File: src/rtl/sw_debounce_bit.sv
// One switch bit: two-flop synchronizer, debounce counter, accepted level and
// single-cycle rise/fall pulses on each accepted change.
module sw_debounce_bit #(
    parameter int unsigned LOG2DELAY = 16
) (
    input  logic clk,
    input  logic rst,
    input  logic sw_i,
    output logic sw_db_o,
    output logic rise_o,
    output logic fall_o
);

    localparam logic [LOG2DELAY-1:0] TERM_CNT = {LOG2DELAY{1'b1}};

    logic                 s1_q;
    logic                 s2_q;
    logic                 st_q;
    logic                 st_d;
    logic [LOG2DELAY-1:0] cnt_q;
    logic [LOG2DELAY-1:0] cnt_d;
    logic                 rise_q;
    logic                 rise_d;
    logic                 fall_q;
    logic                 fall_d;

    // State registers; s1/s2 form the synchronizer for the asynchronous pin.
    always_ff @(posedge clk or posedge rst) begin
        if (rst) begin
            s1_q   <= 1'b0;
            s2_q   <= 1'b0;
            st_q   <= 1'b0;
            cnt_q  <= '0;
            rise_q <= 1'b0;
            fall_q <= 1'b0;
        end else begin
            s1_q   <= sw_i;
            s2_q   <= s1_q;
            st_q   <= st_d;
            cnt_q  <= cnt_d;
            rise_q <= rise_d;
            fall_q <= fall_d;
        end
    end

    // Any return to the accepted level restarts the window; the terminal count
    // commits the new level, so the counter never advances past all-ones.
    always_comb begin
        st_d   = st_q;
        cnt_d  = cnt_q;
        rise_d = 1'b0;
        fall_d = 1'b0;
        if (s2_q == st_q) begin
            cnt_d = '0;
        end else if (cnt_q == TERM_CNT) begin
            st_d   = s2_q;
            cnt_d  = '0;
            rise_d = s2_q;
            fall_d = ~s2_q;
        end else begin
            cnt_d = cnt_q + LOG2DELAY'(1);
        end
    end

    assign sw_db_o = st_q;
    assign rise_o  = rise_q;
    assign fall_o  = fall_q;

endmodule

File: src/rtl/sw_debounce.sv
// Switch-bus conditioner: one independent debouncer per bit plus bus-wide
// change and parity summaries.
module sw_debounce #(
    parameter int unsigned WIDTH     = 16,
    parameter int unsigned LOG2DELAY = 16
) (
    input  logic             clk,
    input  logic             rst,
    input  logic [WIDTH-1:0] sw,
    output logic [WIDTH-1:0] sw_db,
    output logic [WIDTH-1:0] rise,
    output logic [WIDTH-1:0] fall,
    output logic             changed,
    output logic             parity
);

    for (genvar i = 0; i < int'(WIDTH); i++) begin : g_bit
        sw_debounce_bit #(
            .LOG2DELAY(LOG2DELAY)
        ) u_bit (
            .clk    (clk),
            .rst    (rst),
            .sw_i   (sw[i]),
            .sw_db_o(sw_db[i]),
            .rise_o (rise[i]),
            .fall_o (fall[i])
        );
    end

    // Summaries are taken straight from the per-bit registers.
    assign changed = |(rise | fall);
    assign parity  = ^sw_db;

endmodule

File: config.mk
export PLATFORM = sky130hd
export DESIGN_NAME = sw_debounce
export DESIGN_NICKNAME = d
export VERILOG_FILES = /design/src/rtl/sw_debounce_bit.sv /design/src/rtl/sw_debounce.sv
export SDC_FILE = /design/constraint.sdc
export NUM_CORES = 1
export LEC_CHECK = 0
export CORE_ASPECT_RATIO = 0.75
export CORE_UTILIZATION = 45
export DETAILED_ROUTE_END_ITERATION = 8
export HOLD_SLACK_MARGIN = 0.12
export PLACE_DENSITY = 0.65
export SETUP_SLACK_MARGIN = 0.02
export SYNTH_ARGS = -nofsm -noshare
export SYNTH_HDL_FRONTEND = slang
export SYNTH_HIERARCHICAL = 1
export SYNTH_SLANG_ARGS = --single-unit
export TNS_END_PERCENT = 50
File: constraint.sdc
create_clock -name clk -period 1.83 [get_ports clk]
set_clock_uncertainty 0.05 [all_clocks]
set_input_delay 0.2745 -clock clk [delete_from_list [all_inputs] [get_ports clk]]
set_output_delay 0.2745 -clock clk [all_outputs]
set_load 0.01 [all_outputs]
### Yosys cells after proc, flatten, opt, wreduce, memory -nomap -nowiden

Index checks and enable logic that the tools add are counted.

* RAM bits: 0
* logic and storage cells: 291
* bits in read-only memories: 0
* input bits: 18
* memories: 0
* output and inout bits: 50
* flip-flop bits (word level): 336
* latch bits: 0

* eq/ne operators: 32
* muxes and demuxes: 96
* shift operators: 0
* order comparisons: 0
* $mul: 0
* bitwise gates (word level): 33
* add/subtract/negate cells: 16
* reduce and logical (&&, ||, !) cells: 18
* div/mod/pow operators: 0

Operator list (count)
* 16-bit two-way mux: 32
* 16-bit by 1-bit adder with 16-bit output (second input constant): 16
* 16-bit equality test (second input constant): 16
* 1-bit two-way mux: 64
* 1-bit NOT: 32
* 2-bit AND reduction: 16
* 1-bit equality test: 16
* 16-bit bitwise OR: 1
* 16-bit OR reduction: 1
* 16-bit parity: 1

### Depth between registers and ports, before layout

Gate-level depths: netlist of run 1.

* depth in word-level cells: 3
* mapped depth: 6
* depth with buffers taken out: 5

### By module

The synthesis of run 1 kept the hierarchy.

Modules (own cells, without submodules)
* sw_debounce_bit: instances 16, area an instance 948.4 µm², cells an instance 86
* sw_debounce: instances 1, area an instance 200.2 µm², cells an instance 26

### Worst setup path after synthesis of run 1

No wires, ideal clock.

* path type: register to register
* start point: register g_bit[0].u_bit.cnt_q[4]
* end point: register g_bit[0].u_bit.st_q
* library setup time: 0.125 ns
* period minus slack after synthesis: 1.659 ns
* path buffers: 0
* setup slack: 0.171 ns
* arrival time: 1.484 ns
* cell stages (with the launch flop): 4
* required time: 1.655 ns
* cell sequence: dfrtp_1 > nand4_4 > or4_4 > mux2_4

* cells in the longest elaborated chain, start to end: 2

Ends and longest elaborated chain
* start: declaration: line sw_debounce_bit.sv:20 `logic [LOG2DELAY-1:0] cnt_q;`
* start signal: assignment: line sw_debounce_bit.sv:40 `cnt_q <= cnt_d;`
* 16-bit equality test: line sw_debounce_bit.sv:55 `end else if (cnt_q == TERM_CNT) begin`
* 2-bit AND reduction (no line)
* end signal: assignment: line sw_debounce_bit.sv:39 `st_q <= st_d;`
* end: declaration: line sw_debounce_bit.sv:18 `logic st_q;`

Every way passes these cells.
A chain may end at the register's enable or synchronous reset.

### Worst setup path in the final report of run 1

* start point: register g_bit[4].u_bit.rise_q
* end point: output changed

* cells in the longest elaborated chain, start to end: 2

Ends and longest elaborated chain
* start: declaration: line sw_debounce_bit.sv:22 `logic rise_q;`
* start signal: assignment: line sw_debounce_bit.sv:41 `rise_q <= rise_d;`
* 16-bit bitwise OR: line sw_debounce.sv:31 `assign changed = |(rise | fall);`
* 16-bit OR reduction: line sw_debounce.sv:31
* end: declaration: line sw_debounce.sv:13 `output logic changed,`

Every way passes these cells.

==> key figures, run 1 <==
Route
  • Initial drt markers: 616
  • Antenna-violating nets left: 0
  • Via count: 10400
  • Routed WL: 30.0 mm
  • DRC viols: 0
  • Drt first pass iters: 5
  • WL per Instance: 14.5 um
  • Vias/cell: 4.99

Setup path
  • Reg-to-Reg Start: g_bit[11].u_bit/cnt_q[1]
  • Req. time, crit path: 1.51 ns
  • Critical path class: flip-flop to output pin
  • Critical-path cell list: nor4_2 > buf_4 > nand4_1 > or2_4 > buf_6
  • Worst EP arrival: 1.95 ns
  • Critical Path End Type: output pin
  • Worst-path fanout max: 2
  • Reg2reg path depth: 4
  • R2R Setup Slk: 0.06 ns
  • R2R Path End: g_bit[11].u_bit/rise_o
  • Crit path max-delay cell type: dfrtp_1
  • Crit-path max cell delay: 0.39 ns
  • CP Launch Type: flip-flop

Global route
  • Grt ovf: 0
  • Tot GR Track Use: 0.179
  • Vias in the first global route: 10200
  • Initial antenna violation count: 2
  • Largest net degree at the start of global routing: 22
  • First-pass GRT wire length: 51.1 mm

Place
  • Dpl cell area: 17300 um2
  • RD Place Congestion: 0.786
  • Hpwl dp: 21.0 mm
  • Port Buf Inserts: 67

Layout
  • Area of the multi-input gates: 6590 um2
  • Filler cells: 2878
  • Commonest non-fill, non-tap cell in the layout: dfrtp_1
  • Most frequent cells in the layout: dfrtp_1 (336), nor2_1 (288), xnor2_1 (187)
  • Layout area overhead: 20.4%
  • Layout cells sized above 1: 0.161
  • ANT cells: 0
  • Post-Layout Inst Area: 18500 um2
  • FF/Latch Area: 8410 um2
  • Layout Nets: 1634
  • Util after Layout: 0.551

Hold path
  • Hold_sp: sw[8]
  • Hold path endpoint: g_bit[8].u_bit/s1_q
  • Worst Hold Class: primary input to flip-flop
  • Hold depth: 1

Clock tree
  • Clock Pin Slew Worst Setup and Hold Paths: 0.06 ns
  • Root buffer cell: clkbuf_16
  • Clock buffer depth: 3
  • Post-CTS Setup Bufs: 0
  • H-tree levels: 2
  • Num CTS Buffers: 35
  • Insertion delay to the later sink of the worst-skew pair: 0.52 ns
  • Clock sinks: 336
  • CTS tree: built

Logic synthesis
  • Syn Nets: 1436
  • Top-area cell type share of the netlist area: 0.547
  • Synth area leaders: dfrtp_1 (55%), xnor2_1 (11%), nor2_1 (7.0%)
  • Cell taking the most area after synthesis: dfrtp_1
  • Post-synth cell types: 19
  • Warnings from Yosys: 6
  • Flops & latches, synth: 336
  • Synthesized area per cell: 11.0 um2
  • Cell Area, Synth: 15400 um2
  • Seq/Total Area, Yosys: 0.547
  • Cells after synthesis: 1402

Timing
  • Max-slew headroom: 0.742
  • Final hold vios: 0
  • Fin crit share: 1.24
  • Final WS setup: -0.441 ns
  • Max Clk Rate: 0.440 GHz
  • Slew of the pin with the lowest slew margin: 0.386 ns
  • RSZ-0062 raised after global routing: yes
  • Minimum clock period after layout: 2.27 ns
  • Final setup fails: 2
  • Fin. max-slew vios: 0

Floorplanning
  • Die Area: 34900 um2
  • Core box area: 33600 um2
  • Cell Rows: 58
  • Die Wd: 215 um
  • Die height: 162 um
  • Initial Util: 0.458
  • IO Count: 68

Status
  • Status: complete, but fails checks
  • Failing checks: negative setup slack

Run
  • Max Cap Viol: 0

Power
  • Lkg Pwr: 8.15 nW
  • Power density over cell area: 848 nW/um2
  • Maximum vdd ir drop: 0.570 mV
==> registers in the layout (all words and copies together) (netlist names) <==
register,cells
g_bit.u_bit/rise_o,16
g_bit.u_bit/sw_db_o,16
g_bit.u_bit/s2_q,16
g_bit.u_bit/cnt_q,256
g_bit.u_bit/fall_o,16
g_bit.u_bit/s1_q,16
==> cell usage after synthesis <==
master,count
inv_1,64
nor3b_1,32
or2_2,1
xor2_1,65
nand4_1,66
ha_1,16
or4_4,16
nor2_1,288
dfrtp_1,336
buf_6,16
nand3_1,64
nand2_1,64
nor4_1,72
and4_1,16
nand2b_4,16
mux2_4,16
xnor2_1,190
nand4_4,16
nor3_1,48
==> critical path, delay by kind of cell (launching register included) <==
family        cells  cell delay, ns
simple gates      3            0.77
buf+inv           2            0.28
flops             1            0.39
==> layer usage <==
layer  wire length [um]  track usage  vias to the layer above
li1                   -            -                     5166
met1              15200        0.264                     5017
met2              13300        0.272                      139
met3               1100       0.0313                       37
met4                502       0.0496                        0
met5                  0            0                        -
==> per-stage QoR <==
| stage | std cells | hold slack [ns] | setup TNS (ns) | power [mW] | setup WS, ns |
|---|---|---|---|---|---|
| 2_1_floorplan | 1402 | 0.201 | 0 | 8.18 | 0.171 |
| 3_3_place_gp | 2011 | 0.285 | -0.725 | 8.37 | -0.450 |
| 3_5_place_dp | 2011 | 0.285 | -0.688 | 8.39 | -0.412 |
| 4_1_cts | 2075 | 0.120 | -0.929 | 16.0 | -0.533 |
| 5_1_grt | 2075 | 0.128 | -1.02 | 16.4 | -0.534 |
| 6_report | 2075 | 0.149 | -0.797 | 15.7 | -0.441 |
==> where the power goes <==
part	switching (mW)	internal (mW)	total [mW]
clock network	2.84	4.61	7.45
logic	0.345	0.219	0.564
registers	0.124	7.55	7.68
==> worst max-delay path by stage <==
stage                                 start                     end  slack, ns  cells past startpoint
floorplan           g_bit[0].u_bit/cnt_q[4]  g_bit[0].u_bit/sw_db_o       0.17                      3
global placement      g_bit[4].u_bit/rise_o                 changed      -0.45                      5
detailed placement    g_bit[4].u_bit/rise_o                 changed      -0.41                      5
CTS                   g_bit[8].u_bit/fall_o                 changed      -0.53                      5
global route          g_bit[4].u_bit/rise_o                 changed      -0.53                      5
finish                g_bit[4].u_bit/rise_o                 changed      -0.44                      5
==> layout make-up <==
cell class                      count  share of cell area
Sequential cell                   336               0.454
Multi-Input combinational cell    986               0.356
Timing Repair Buffer              177              0.0802
Clock buffer                       51              0.0577
Tap cell                          450              0.0304
Inverter                           64              0.0130
Clock inverter                     11             0.00852
==> timing repair <==
item	in CTS	in global routing
endpoints found under the setup margin	48	2
gates resized for setup	62	1
endpoints found under the hold margin	5	0
pin swaps	7	5
hold buffers	2	0
==> kinds of logic after synthesis <==
| logic type | after synthesis | share of synthesized area |
|---|---|---|
| xor+xnor | 255 | 0.145 |
| fa+ha+maj | 16 | 0.0130 |
| flops | 336 | 0.547 |
| simple gates | 699 | 0.252 |
| mux | 16 | 0.0156 |
| buf+inv | 80 | 0.0273 |
(Power assumes the default switching activity.)
==> run 2: changes to the inputs <==
- PLACE_DENSITY: 0.65 -> 0.68
- clock period: 1.83 -> 1.9 ns (I/O delays scaled with it)
==> run 2 against run 1 <==
  * The run still ends with negative setup slack left
  * Hold slack improved by 0.012 ns
  * Via count shrank 0.54%
  * Combinational power shrank 9.0%
  * Register-to-register slack improved by 0.05 ns
  * Die area unchanged
  * Critical path type unchanged
==> key figures, run 2 (synthesized netlist as in run 1, its figures left out) <==
Status
  • Status: complete, but fails checks
  • Failing checks: negative setup slack

Clock tree
  • Insertion delay to the later sink of the worst-skew pair: 0.51 ns
  • CTS tree: built
  • Clock sinks: 336
  • Clock buffer depth: 3
  • Root buffer cell: clkbuf_16
  • Num CTS Buffers: 35
  • Clock Pin Slew Worst Setup and Hold Paths: 0.06 ns
  • H-tree levels: 2

Layout
  • Util after Layout: 0.547
  • Most frequent cells in the layout: dfrtp_1 (334), nor2_1 (288), xnor2_1 (186)
  • Post-Layout Inst Area: 18400 um2
  • Layout cells sized above 1: 0.149
  • Filler cells: 2903
  • Biggest register: g_bit.u_bit/cnt_q
  • Layout Nets: 1622
  • Commonest non-fill, non-tap cell in the layout: dfrtp_1
  • Layout area overhead: 19.6%
  • Non-filler instance count after layout: 2062
  • ANT cells: 0
  • Max FFs per register: 256

Timing
  • Final WS setup: -0.404 ns
  • Max-slew headroom: 0.737
  • Fin crit share: 1.21
  • RSZ-0062 raised after global routing: yes
  • Fin. max-slew vios: 0
  • Slew of the pin with the lowest slew margin: 0.391 ns
  • Final setup fails: 2
  • Max Clk Rate: 0.434 GHz
  • Minimum clock period after layout: 2.30 ns
  • Final hold vios: 0
  • Setup TNS Final: -0.678 ns

Route
  • Initial drt markers: 548
  • WL per Instance: 14.5 um
  • Vias/cell: 5.00
  • Routed WL: 29.8 mm
  • DRC viols: 0
  • Drt first pass iters: 5
  • Antenna-violating nets left: 0
  • Via count: 10300

Setup path
  • Req. time, crit path: 1.56 ns
  • Crit path max-delay cell type: dfrtp_1
  • Critical Path End Type: output pin
  • Critical-path cell list: nor4_2 > buf_4 > nand4_1 > or2_4 > buf_6
  • Worst EP arrival: 1.97 ns
  • Critical path class: flip-flop to output pin
  • Worst-path fanout max: 2
  • CP Launch Type: flip-flop
  • Crit-path max cell delay: 0.39 ns

Hold path
  • Worst Hold Class: primary input to flip-flop

Place
  • Pre-CTS setup slack: -0.396 ns
  • Port Buf Inserts: 67
  • Cells after DPL: 1996
  • Hpwl dp: 20.7 mm
  • Dpl cell area: 17200 um2
  • RD Place Congestion: 0.825

Global route
  • Grt ovf: 0
  • Tot GR Track Use: 0.177
  • First-pass GRT wire length: 50.7 mm
  • Largest net degree at the start of global routing: 22
  • Initial antenna violation count: 0
  • Vias in the first global route: 10100

Floorplanning
  • Die height: 162 um
  • Die Area: 34900 um2
  • Cell Rows: 58
  • Core box area: 33600 um2
  • Die Wd: 215 um
  • Initial Util: 0.458
  • IO Count: 68

Power
  • Lkg Pwr: 8.09 nW
  • Power density over cell area: 806 nW/um2
  • Maximum vdd ir drop: 0.476 mV

Run
  • Max Cap Viol: 0
[run 2: report_power, final]
| part | internal, mW | switching (mW) | total, mW |
|---|---|---|---|
| Clock | 4.14 | 2.75 | 6.89 |
| Combinational | 0.191 | 0.322 | 0.513 |
| Sequential | 7.27 | 0.134 | 7.41 |
| Total | 11.6 | 3.21 | 14.8 |
[run 2: cell type report]
| type | count | area (um2) | share of cell area |
|---|---|---|---|
| Clock buffer | 52 | 1060 | 0.0578 |
| Tap cell | 450 | 563 | 0.0306 |
| Clock inverter | 9 | 106 | 0.00578 |
| Timing Repair Buffer | 165 | 1420 | 0.0774 |
| Inverter | 64 | 240 | 0.0131 |
| Sequential cell | 336 | 8410 | 0.457 |
| Multi-Input combinational cell | 986 | 6590 | 0.358 |
[run 2: worst paths after layout]
check	startpoint	to	slack (ns)	depth (start not counted)
worst max-delay path	g_bit[3].u_bit/fall_o	changed	-0.40	5
worst min-delay path	sw[7]	g_bit[7].u_bit/s1_q	0.16	1
worst max register to register	g_bit[9].u_bit/cnt_q[1]	g_bit[9].u_bit/rise_o	0.11	4
worst min register to register	g_bit[0].u_bit/s1_q	g_bit[0].u_bit/s2_q	0.29	0
max in group asynchronous	rst	g_bit[8].u_bit/cnt_q[4]	0.54	5
min in group asynchronous	rst	g_bit[6].u_bit/sw_db_o	0.71	4
[run 2: worst max-delay path: cells and delay by family (launching register included)]
kind,cells,cell delay (ns)
buffers and inverters,2,0.28
DFF,1,0.39
and+or+nand+nor,3,0.79
[run 2: metal layers]
| metal | track usage | up-vias | share of wire |
|---|---|---|---|
| met5 | 0 | - | 0 |
| met3 | 0.0309 | 38 | 0.040 |
| li1 | - | 5133 | - |
| met1 | 0.259 | 4966 | 0.50 |
| met4 | 0.0448 | 0 | 0.016 |
| met2 | 0.271 | 166 | 0.45 |
[run 2: stage by stage]
stage | total power, mW | hold WS (ns)
floorplan | 7.88 | 0.212
global route | 15.4 | 0.141
finish | 14.8 | 0.161
detailed placement | 8.06 | 0.287
CTS | 15.0 | 0.133
global placement | 8.04 | 0.282
[run 2: timing repair]
action                     CTS  global route
setup buffers                2             2
pin swaps                    5             6
gates resized for setup     36            17
hold endpoints to repair     1             0
hold buffers                 1             0
setup endpoints to repair   23            19
gates cloned                 0             0
==> run 3: changes to the inputs <==
- PLACE_DENSITY: 0.68 -> default
- PLACE_DENSITY_LB_ADDON: default -> 0.25
==> run 3 against run 2 <==
  * The run still ends with negative setup slack left
  * Cell area down 0.41%
  * Sequential share of layout area grew 0.18 points
  * Via count down 0.32%
  * Non-clock buffer count did not move
  * Clock power shrank 0.9%
  * Sequential cell count is the same
  * Die area unchanged
  * Largest cell class unchanged
  * Highest routed layer unchanged
==> key figures, run 3 (synthesized netlist as in run 1, its figures left out) <==
Status
  • Status: complete, but fails checks
  • Failing checks: negative setup slack

Clock tree
  • Num CTS Buffers: 36
  • CTS tree: built
  • Insertion delay to the later sink of the worst-skew pair: 0.52 ns
  • Clock buffer depth: 3
  • Root buffer cell: clkbuf_16
  • H-tree levels: 2
  • Clock sinks: 336
  • Clock Pin Slew Worst Setup and Hold Paths: 0.06 ns

Power
  • Seq pwr share: 0.502
  • Net Sw Power: 3.21 mW
  • P_int: 11.5 mW
  • Power density over cell area: 805 nW/um2
  • Clock power frac: 0.463
  • Lkg Pwr: 7.99 nW
  • Maximum vdd ir drop: 0.622 mV
  • Comb pwr share: 0.034
  • Switching Share: 0.218

Hold path
  • Worst Hold Class: primary input to flip-flop
  • Hold_sp: sw[4]
  • Hold path endpoint: g_bit[4].u_bit/s1_q
  • Hold depth: 1

Timing
  • Minimum clock period after layout: 2.23 ns
  • Setup TNS Final: -0.610 ns
  • Final WS setup: -0.327 ns
  • Final hold vios: 0
  • Fin crit share: 1.17
  • Hold_ws: 0.165 ns
  • RSZ-0062 raised after global routing: yes
  • Fin. max-slew vios: 0
  • Max Clk Rate: 0.449 GHz
  • Slew of the pin with the lowest slew margin: 0.431 ns
  • Final setup fails: 2
  • Max-slew headroom: 0.713

Layout
  • Max FFs per register: 256
  • Non-filler instance count after layout: 2060
  • Biggest register: g_bit.u_bit/cnt_q
  • Most frequent cells in the layout: dfrtp_1 (336), nor2_1 (288), xnor2_1 (186)
  • Layout cells sized above 1: 0.151
  • Layout Nets: 1623
  • Commonest non-fill, non-tap cell in the layout: dfrtp_1
  • ANT cells: 0
  • Filler cells: 2935
  • Layout area overhead: 19.1%

Global route
  • First-pass GRT wire length: 52.7 mm
  • Vias in the first global route: 10400
  • Grt ovf: 0
  • Initial antenna violation count: 0
  • Tot GR Track Use: 0.186
  • Largest net degree at the start of global routing: 22

Place
  • RD Place Congestion: 0.811
  • Port Buf Inserts: 67
  • Cells after DPL: 1997
  • Hpwl dp: 21.2 mm

Floorplanning
  • Cell Rows: 58
  • Core box area: 33600 um2
  • IO Count: 68
  • Initial Util: 0.458
  • Die Wd: 215 um
  • Die Area: 34900 um2
  • Die height: 162 um

Setup path
  • R2R Setup Slk: 0.15 ns
  • Req. time, crit path: 1.56 ns
  • Crit path max-delay cell type: dfrtp_1
  • CP Launch Type: flip-flop
  • Crit-path max cell delay: 0.38 ns
  • Critical-path cell list: nor4_2 > buf_4 > nand4_1 > or2_4 > buf_6
  • R2R Path End: g_bit[6].u_bit/sw_db_o
  • Worst-path fanout max: 2
  • Critical Path End Type: output pin
  • Critical path origin: g_bit[6].u_bit/rise_o
  • Reg-to-Reg Start: g_bit[6].u_bit/cnt_q[0]
  • Worst EP arrival: 1.89 ns
  • Critical path class: flip-flop to output pin
  • Reg2reg path depth: 4

Route
  • DRC viols: 0
  • Antenna-violating nets left: 0
  • Routed WL: 30.7 mm
  • WL per Instance: 14.9 um
  • Vias/cell: 4.99
  • Drt first pass iters: 5
  • Initial drt markers: 561
  • Via count: 10300

Run
  • Max Cap Viol: 0
[run 3: cell types whose count changed in the layout (fill, tap and decap cells not counted), moves of 2 or more]
cell,change
clkbuf_8,-2
dlymetal6s2s_1,-4
buf_4,+9
clkinv_2,-2
dfrtp_2,-2
clkdlybuf4s50_1,-3
clkbuf_1,+2
nor4_2,+3
dfrtp_1,+2
buf_12,-3
nor4_1,-3
[run 3: cell type report]
type / count / area, um2 / area share
Multi-Input combinational cell: 986 / 6600 / 0.361
Clock buffer: 52 / 1040 / 0.0569
Tap cell: 450 / 563 / 0.0307
Clock inverter: 7 / 96.3 / 0.00526
Inverter: 64 / 240 / 0.0131
Timing Repair Buffer: 165 / 1360 / 0.0743
Sequential cell: 336 / 8410 / 0.459
[run 3: layer usage]
layer  up-vias  global-route usage  part of all wire
met3        54              0.0371             0.043
met5         -                   0                 0
met2       135               0.272              0.43
met1      4957               0.274              0.50
li1       5124                   -                 -
met4         0              0.0635             0.028
[run 3: how the worst max path moves through the flow]
stage,to,cells after the start,slack [ns]
after global placement,changed,5,-0.31
after detailed placement,changed,4,-0.31
after global routing,changed,5,-0.43
after floorplan,g_bit[0].u_bit/sw_db_o,3,0.24
after CTS,changed,5,-0.44
final,changed,5,-0.33
[run 3: metrics by stage]
stage / utilization / total power, mW / instance area [um2] / setup WS, ns
CTS: 0.544 / 15.0 / 18300 / -0.438
detailed placement: 0.511 / 8.05 / 17200 / -0.309
global route: 0.545 / 15.4 / 18300 / -0.430
global placement: 0.511 / 8.04 / 17200 / -0.312
finish: 0.545 / 14.7 / 18300 / -0.327
floorplan: - / 7.88 / 15400 / 0.241
[run 3: worst max-delay path: cells and delay by family (launching register included)]
family / cells / cell delay (ns)
buffers and inverters: 2 / 0.28
flip-flops: 1 / 0.38
AND/OR/NAND/NOR: 3 / 0.72
[run 3: power by group through the flow]
| stage | Clock (mW) | Combinational, mW | Sequential (mW) |
|---|---|---|---|
| final | 6.83 | 0.508 | 7.40 |
| after global routing | 7.35 | 0.593 | 7.42 |
| after CTS | 7.08 | 0.529 | 7.40 |
| after detailed placement | 0 | 0.523 | 7.53 |
| after global placement | 0 | 0.516 | 7.52 |
| after floorplan | 0 | 0.378 | 7.50 |
[run 3: repair_timing]
action	4_1_cts	5_1_grt
setup endpoints to repair	33	6
pin swaps	7	7
resized for setup	49	9
endpoints found under the hold margin	2	0
hold buffers	1	0
setup buffers	3	0
